## config.mk

```make
export PLATFORM = sky130hd
export DESIGN_NAME = lif_scheduler
export DESIGN_NICKNAME = d
export VERILOG_FILES = /design/src/rtl/lif_sched_pkg.sv /design/src/rtl/lif_scheduler_update.sv /design/src/rtl/lif_scheduler.sv
export SDC_FILE = /design/constraint.sdc
export NUM_CORES = 1
export LEC_CHECK = 0
export BUFFER_PORTS_ARGS = -buffer_cell sky130_fd_sc_hd__buf_4
export CORE_MARGIN = 2
export CORE_UTILIZATION = 30
export CTS_BUF_LIST = sky130_fd_sc_hd__clkbuf_16
export CTS_CLUSTER_SIZE = 25
export DETAILED_ROUTE_END_ITERATION = 10
export GPL_TIMING_DRIVEN = 0
export SLEW_MARGIN = 30
export SYNTH_ARGS = -nofsm -noshare
export SYNTH_HDL_FRONTEND = slang
export SYNTH_SLANG_ARGS = --single-unit
export TNS_END_PERCENT = 100
```

## constraint.sdc

```tcl
create_clock -name clk -period 11.1 [get_ports clk]
set_input_delay 2.22 -clock clk [delete_from_list [all_inputs] [get_ports clk]]
set_output_delay 2.22 -clock clk [all_outputs]
set_load 0.1 [all_outputs]
```

## src/rtl/lif_sched_pkg.sv

```systemverilog
// Shared definitions for the LIF neuron scheduler: FSM encoding and the
// default firing threshold / leak shift.
package lif_sched_pkg;

    typedef enum logic [1:0] {
        ST_IDLE = 2'd0,
        ST_RUN  = 2'd1,
        ST_DONE = 2'd2
    } sched_state_t;

    localparam logic [7:0] DEF_THRESHOLD   = 8'd200;
    localparam int         DEF_DECAY_SHIFT = 1;

endpackage

```

## src/rtl/lif_scheduler_update.sv

```systemverilog
// Combinational leaky-integrate-and-fire update for one neuron:
// leak by right shift, add input current with saturation at 255,
// fire and reset the membrane to 0 when the threshold is reached.
module lif_update #(
    parameter logic [7:0] THRESHOLD   = 8'd200,
    parameter int         DECAY_SHIFT = 1
) (
    input  logic [7:0] state_in,
    input  logic [7:0] current,
    output logic [7:0] state_next,
    output logic       spike
);

    logic [8:0] sum9;
    logic [7:0] sum_sat;

    // Leak, integrate, saturate, then compare against the threshold.
    always_comb begin
        sum9       = {1'b0, (state_in >> DECAY_SHIFT)} + {1'b0, current};
        sum_sat    = sum9[8] ? 8'hFF : sum9[7:0];
        spike      = (sum_sat >= THRESHOLD);
        state_next = spike ? 8'd0 : sum_sat;
    end

endmodule

```

## src/rtl/lif_scheduler.sv

```systemverilog
// Time-multiplexed LIF scheduler: one update datapath sweeps N_NEURONS
// virtual neurons per timestep (tick). Spikes of a sweep are published on
// spike_vec with a one-cycle spike_valid pulse. Ticks arriving while busy
// are dropped and recorded in the sticky overrun flag.
// Optional build macro: LIF_SCHED_REFRACTORY_EN adds a per-neuron
// refractory bit that suppresses the update following a spike.
// fsm_state exposes the FSM encoding for debug and checker binding.
module lif_scheduler
    import lif_sched_pkg::*;
#(
    parameter int         N_NEURONS   = 4,
    parameter logic [7:0] THRESHOLD   = DEF_THRESHOLD,
    parameter int         DECAY_SHIFT = DEF_DECAY_SHIFT,
    localparam int        AW          = $clog2(N_NEURONS)
) (
    input  logic                 clk,
    input  logic                 rst,
    input  logic                 tick,
    input  logic                 wr_en,
    input  logic [AW-1:0]        wr_addr,
    input  logic [7:0]           wr_data,
    input  logic [AW-1:0]        rd_addr,
    output logic [7:0]           state_out,
    output logic [N_NEURONS-1:0] spike_vec,
    output logic                 spike_valid,
    output logic                 busy,
    output logic                 overrun,
    output sched_state_t         fsm_state
);

    localparam logic [AW-1:0] LAST_IDX = AW'(N_NEURONS - 1);

    sched_state_t         state_q, state_d;
    logic [AW-1:0]        idx_q;
    logic [7:0]           mem_q [N_NEURONS];
    logic [7:0]           cur_q [N_NEURONS];
    logic [N_NEURONS-1:0] acc_q;
`ifdef LIF_SCHED_REFRACTORY_EN
    logic [N_NEURONS-1:0] refr_q;
`endif

    logic [7:0] upd_state;
    logic       upd_spike;

    lif_update #(
        .THRESHOLD   (THRESHOLD),
        .DECAY_SHIFT (DECAY_SHIFT)
    ) u_update (
        .state_in   (mem_q[idx_q]),
        .current    (cur_q[idx_q]),
        .state_next (upd_state),
        .spike      (upd_spike)
    );

    assign busy      = (state_q != ST_IDLE);
    assign state_out = mem_q[rd_addr];
    assign fsm_state = state_q;

    // Next-state logic: start on tick, sweep every index once, publish, return.
    always_comb begin
        state_d = state_q;
        case (state_q)
            ST_IDLE: if (tick) state_d = ST_RUN;
            ST_RUN:  if (idx_q == LAST_IDX) state_d = ST_DONE;
            ST_DONE: state_d = ST_IDLE;
            default: state_d = ST_IDLE;
        endcase
    end

    // State register, sweep datapath, register files and output registers.
    always_ff @(posedge clk) begin
        if (rst) begin
            state_q     <= ST_IDLE;
            idx_q       <= '0;
            acc_q       <= '0;
            spike_vec   <= '0;
            spike_valid <= 1'b0;
            overrun     <= 1'b0;
            for (int i = 0; i < N_NEURONS; i++) begin
                mem_q[i] <= 8'd0;
                cur_q[i] <= 8'd0;
            end
`ifdef LIF_SCHED_REFRACTORY_EN
            refr_q <= '0;
`endif
        end else begin
            state_q     <= state_d;
            spike_valid <= (state_q == ST_DONE);
            if (tick && busy) overrun <= 1'b1;

            case (state_q)
                ST_IDLE: begin
                    if (tick) begin
                        idx_q <= '0;
                        acc_q <= '0;
                    end
                end
                ST_RUN: begin
`ifdef LIF_SCHED_REFRACTORY_EN
                    if (refr_q[idx_q]) begin
                        mem_q[idx_q]  <= 8'd0;
                        acc_q[idx_q]  <= 1'b0;
                        refr_q[idx_q] <= 1'b0;
                    end else begin
                        mem_q[idx_q]  <= upd_state;
                        acc_q[idx_q]  <= upd_spike;
                        refr_q[idx_q] <= upd_spike;
                    end
`else
                    mem_q[idx_q] <= upd_state;
                    acc_q[idx_q] <= upd_spike;
`endif
                    idx_q <= idx_q + 1'b1;
                end
                ST_DONE: spike_vec <= acc_q;
                default: ;
            endcase

            // The update above reads the pre-edge current, so a same-cycle
            // write to the active neuron only affects the next timestep.
            if (wr_en) cur_q[wr_addr] <= wr_data;
        end
    end

endmodule

```

After elaboration in Yosys (flattened, before gate mapping)
Memories as Yosys holds them, arrays and structs flattened. A register that Yosys moved wholly into a read port is not among the register bits.
Cells that the tools add are included.

storage, ports and cells
  bits in registers = 14
  bits in writable memories = 64
  input port bits = 16
  output and inout bits = 17
  logic and storage cells = 57
  memories kept = 2

operators by class
  add/sub/neg operators = 2
  magnitude comparators = 3
  equality and inequality tests = 5
  mux-type cells = 30
  reductions and logical operators = 9

memories
  memory  depth  width  rd ports  clocked after Yosys merged registers in  wr ports  line                 RTL
  cur_q   4      8      1         1                                        4         lif_scheduler.sv:36  logic [7:0] cur_q [N_NEURONS];
  mem_q   4      8      2         1                                        4         lif_scheduler.sv:35  logic [7:0] mem_q [N_NEURONS];

operators by type and width
  cell                                                        count
  2-to-1 mux 8 bit                                            4
  2-to-1 mux 2 bit                                            9
  OR reduction 8 bit                                          2
  2-to-1 mux 1 bit                                            11
  adder 7 x 8 -> 9 bit                                        1
  >= comparator 8 bit, second input constant                  1
  case mux 2 bit (2 select lines)                             2
  case mux 4 bit (2 select lines)                             1
  bitwise mux 4 bit                                           1
  == test 2 bit, second input constant                        2
  2-to-1 mux 4 bit                                            1
  != test 2 bit, second input constant                        2
  AND reduction 2 bit                                         2
  nonzero test 2 bit                                          2
  less-than comparator 2 x 3 -> 1 bit, second input constant  1
  adder 2 x 1 -> 2 bit, second input constant                 1
  demux 1 bit (select 2 bit)                                  1
  == test 2 x 1 -> 1 bit, second input constant               1
  >= comparator 2 x 1 -> 1 bit, second input constant         1
  logical AND 1 bit                                           2
  logical NOT 2 bit                                           1

Logic depth before layout (Yosys ltp)
  depth in word-level cells = 6
  gate-level depth with buffers = 12
  depth with buffers taken out = 9

Cells and area by module
From an unflattened synthesis, not the netlist that was laid out.

unflattened totals
  cell total of the unflattened synthesis = 311
  area total of the unflattened synthesis = 4207.8 um2

by module, submodules not included
  module         instances  cells an instance  area an instance (um2)  sequential area each (um2)
  lif_scheduler  1          242                3672.3                  2242.2
  lif_update     1          69                 535.5                   0.0

Worst setup path after synthesis
Ideal clock, no wire load.

  path kind = input-to-output
  start = input rd_addr[0]
  end = output state_out[0]
  arrival time = 3.480 ns
  data required time = 8.880 ns
  setup slack = 5.400 ns
  stages = 2
  buffers on the path = 1
  cells stage by stage = clkbuf_1 > mux4_2

on the way
  longest elaborated chain between the ends = 1

RTL lines
  item                     line                 RTL
  from (decl)              lif_scheduler.sv:22  input logic [AW-1:0] rd_addr,
  memory read (4 x 8 bit)  --
  to (decl)                lif_scheduler.sv:23  output logic [7:0] state_out,

Every way passes these cells.

Worst setup path in the final report
  start = input rd_addr[0]
  end = output state_out[2]

Same word-level chain as after synthesis.

==> out/results.ini <==
[sta]
post-route-period-util_pct=52.78
worst_pin_slew_ps=750.2
max_freq_mhz=170.7
fin_skew_ps=8.309
drv_slew=0
worst_hold_slack_ps=459.3
slew_headroom_pct=49.99
finalSetupTns_ps=0
setup_viol=0
rsz0062_at_grt=false
hold_viol=0
fin_crit_ps=5859

[global_routing]
grt_pass1_wl_um=14010
antenna_found_initial=0
grt_usage_pct=12.99
grt_max_degree=15
grt-ovfl-total=0
grt_pass1_vias=2647

[critical_path]
cp.arrival_ps=3640
worst-path-max-fanout=8
rr_worst_depth=10
end_kind=primary output
worst-r2r-setup-slack_ps=7110
worstPathRequired_ps=8880
start_kind=input pin
crit_type=in -> out

[cts]
cts_resized=0
clock-sinks=80
postCtsSetupBuffers=0
cts_buffers=9
cts.root.buffer_cell=clkbuf_16
clk_pin_slew_worst_paths_ps=60
cts_tree=yes
cts_hold_buf=0
htreeDepth=3
clk_latency_ps=340
clk_path_buf_depth=2

[drt]
drtIter0Drc=179
wl_per_cell_um=16.98
first_pass_iters=4
via_count=2627
drc_errors=0
via_per_inst=5.052
routed_wl_um=8831
antenna_left=0

[yosys]
synth-xor-area-share_pct=1.300
synth_area_per_cell_um2=13.57
synthArstFlopShare_pct=0
ys_top_cells_by_area=edfxtp_1 48%, mux4_2 13%, dfxtp_1 7.9%
synth_top_family_by_area=simple AND/OR/NAND/NOR gates
synth_cell_types=45
yosysMostFrequentCell=edfxtp_1
synth-simple-area-share_pct=15.60
synth-adder-area-share_pct=3.900
synthesis.area_mm2=0.004043
synth_top_area_share_pct=47.54
synth_common_cells=64 x edfxtp_1, 32 x and2_1, 23 x mux4_2, 21 x nor4_1, 16 x dfxtp_1
synth_warnings=0
synth_edf_count=64
ys_seq_area_share_pct=55.46
syn-num-nets=326
synthCells=298
yosys.area.top_type=edfxtp_1
synth_compound_area_share_pct=6.592
synth_seq_cells=80
synthFlopType=edfxtp_1
synth.area.mux_share_pct=14.33

[power]
power_density_mw_per_mm2=179.7
power_uw=866.8
peakVddDrop_uv=74.36
p_leak_nw=1.739

[floorplan]
pin_count=33
num_rows=42
die_h_um=120.1
dieWidth_um=120.1
start_util_pct=30.65
die_area_mm2=0.01442
core_area_mm2=0.01319

[placed_design]
place_congestion=0.7759
placed_area_mm2=0.004498
portBuffers=30
dp_cells=504
post-dp-hpwl_um=6188

[cells_and_area]
stdcell_area_mm2=0.004825
final_nets=367
drive_gt1_share_pct=25.00
syn_to_final_growth_pct=19.34
fillerInstances=1272
register_area_mm2=0.002242
multi_input_comb_area_mm2=0.001697
stdcell_count=520
diodes=0

[outcome]
status=finished clean

[hold_path]
min_path_type=reg -> reg
worst_hold_path.num_cells=2

[job]
cap_violations=0

==> critical path, stage by stage <==
cell      delay [ps]
clkbuf_1         550
mux4_2           610
buf_4            250
==> where the power goes <==
group          leakage (nW)  switching [mW]  internal (mW)
registers             0.774         0.00754          0.345
logic                 0.797           0.129         0.0682
clock network         0.168           0.117          0.200
total                  1.74           0.254          0.613
==> registers in the layout, summed over array words and instances, names as in the netlist, named ones only <==
signal / cells
cur_q: 32
mem_q: 32
acc_q: 4
spike_vec: 4
fsm_state: 2
idx_q: 2
overrun: 1
spike_valid: 1
==> cells by family after synthesis <==
logic type,count (synthesis)
compound gates,36
buf+inv,25
mux,29
flops,80
xor+xnor,6
simple gates,110
fa+ha+maj,12
==> routing by layer <==
metal	routed length, um	global-route usage (%)	vias up
met2	4338	21.34	67
li1	-	-	1237
met4	122	4.412	0
met1	3932	16.87	1313
met5	0	0	-
met3	438	2.994	10
==> layout make-up <==
cell class / count / area share, %
Timing Repair Buffer: 30 / 4.668
Multi-Input combinational cell: 193 / 35.17
Clock buffer: 11 / 5.705
Inverter: 6 / 0.4668
Sequential cell: 80 / 46.47
Buffer: 19 / 1.919
Tap cell: 176 / 4.564
Clock inverter: 5 / 1.037
==> cells in the final DEF (no fill, tap or decap), types with 2 or more instances in the layout <==
cell type and instances:
inv_4 2, or2_2 2, nor2b_1 7, nor3_1 7, buf_1 2, dfxtp_1 16
a21oi_1 8, buf_6 2, xnor2_1 4, mux2i_1 5, o21ai_1 4, nand2_1 7
and2_1 32, o2bb2ai_1 2, a21o_1 4, nor3b_2 2, mux4_2 23, o21a_1 3
or3_1 4, nor2_1 15, a31o_2 4, clkbuf_1 12, xor2_1 2, buf_4 31
nor4_1 21, a211o_1 2, nand3_1 5, ha_1 11, inv_1 7, edfxtp_1 64
and3_1 2, clkbuf_16 11, nand2b_1 4
==> metrics by stage <==
step                      util [%]  setup WS, ps
final                        36.58          5241
after global routing         36.58          5119
after CTS                    36.57          5178
after detailed placement     34.10          5178
after global placement       34.03          5236
after floorplan                  -          5400
==> path summary, 6_finish.rpt <==
path,from,end
setup / recovery,rd_addr[0],state_out[2]
hold / removal,acc_q[3]$_SDFFE_PP0P_,acc_q[3]$_SDFFE_PP0P_
setup reg to reg,flip-flop,mem_q[0][3]$_SDFFCE_PN0P_
hold reg to reg,acc_q[3]$_SDFFE_PP0P_,acc_q[3]$_SDFFE_PP0P_
No activity file was read; power rests on OpenSTA's default activity.
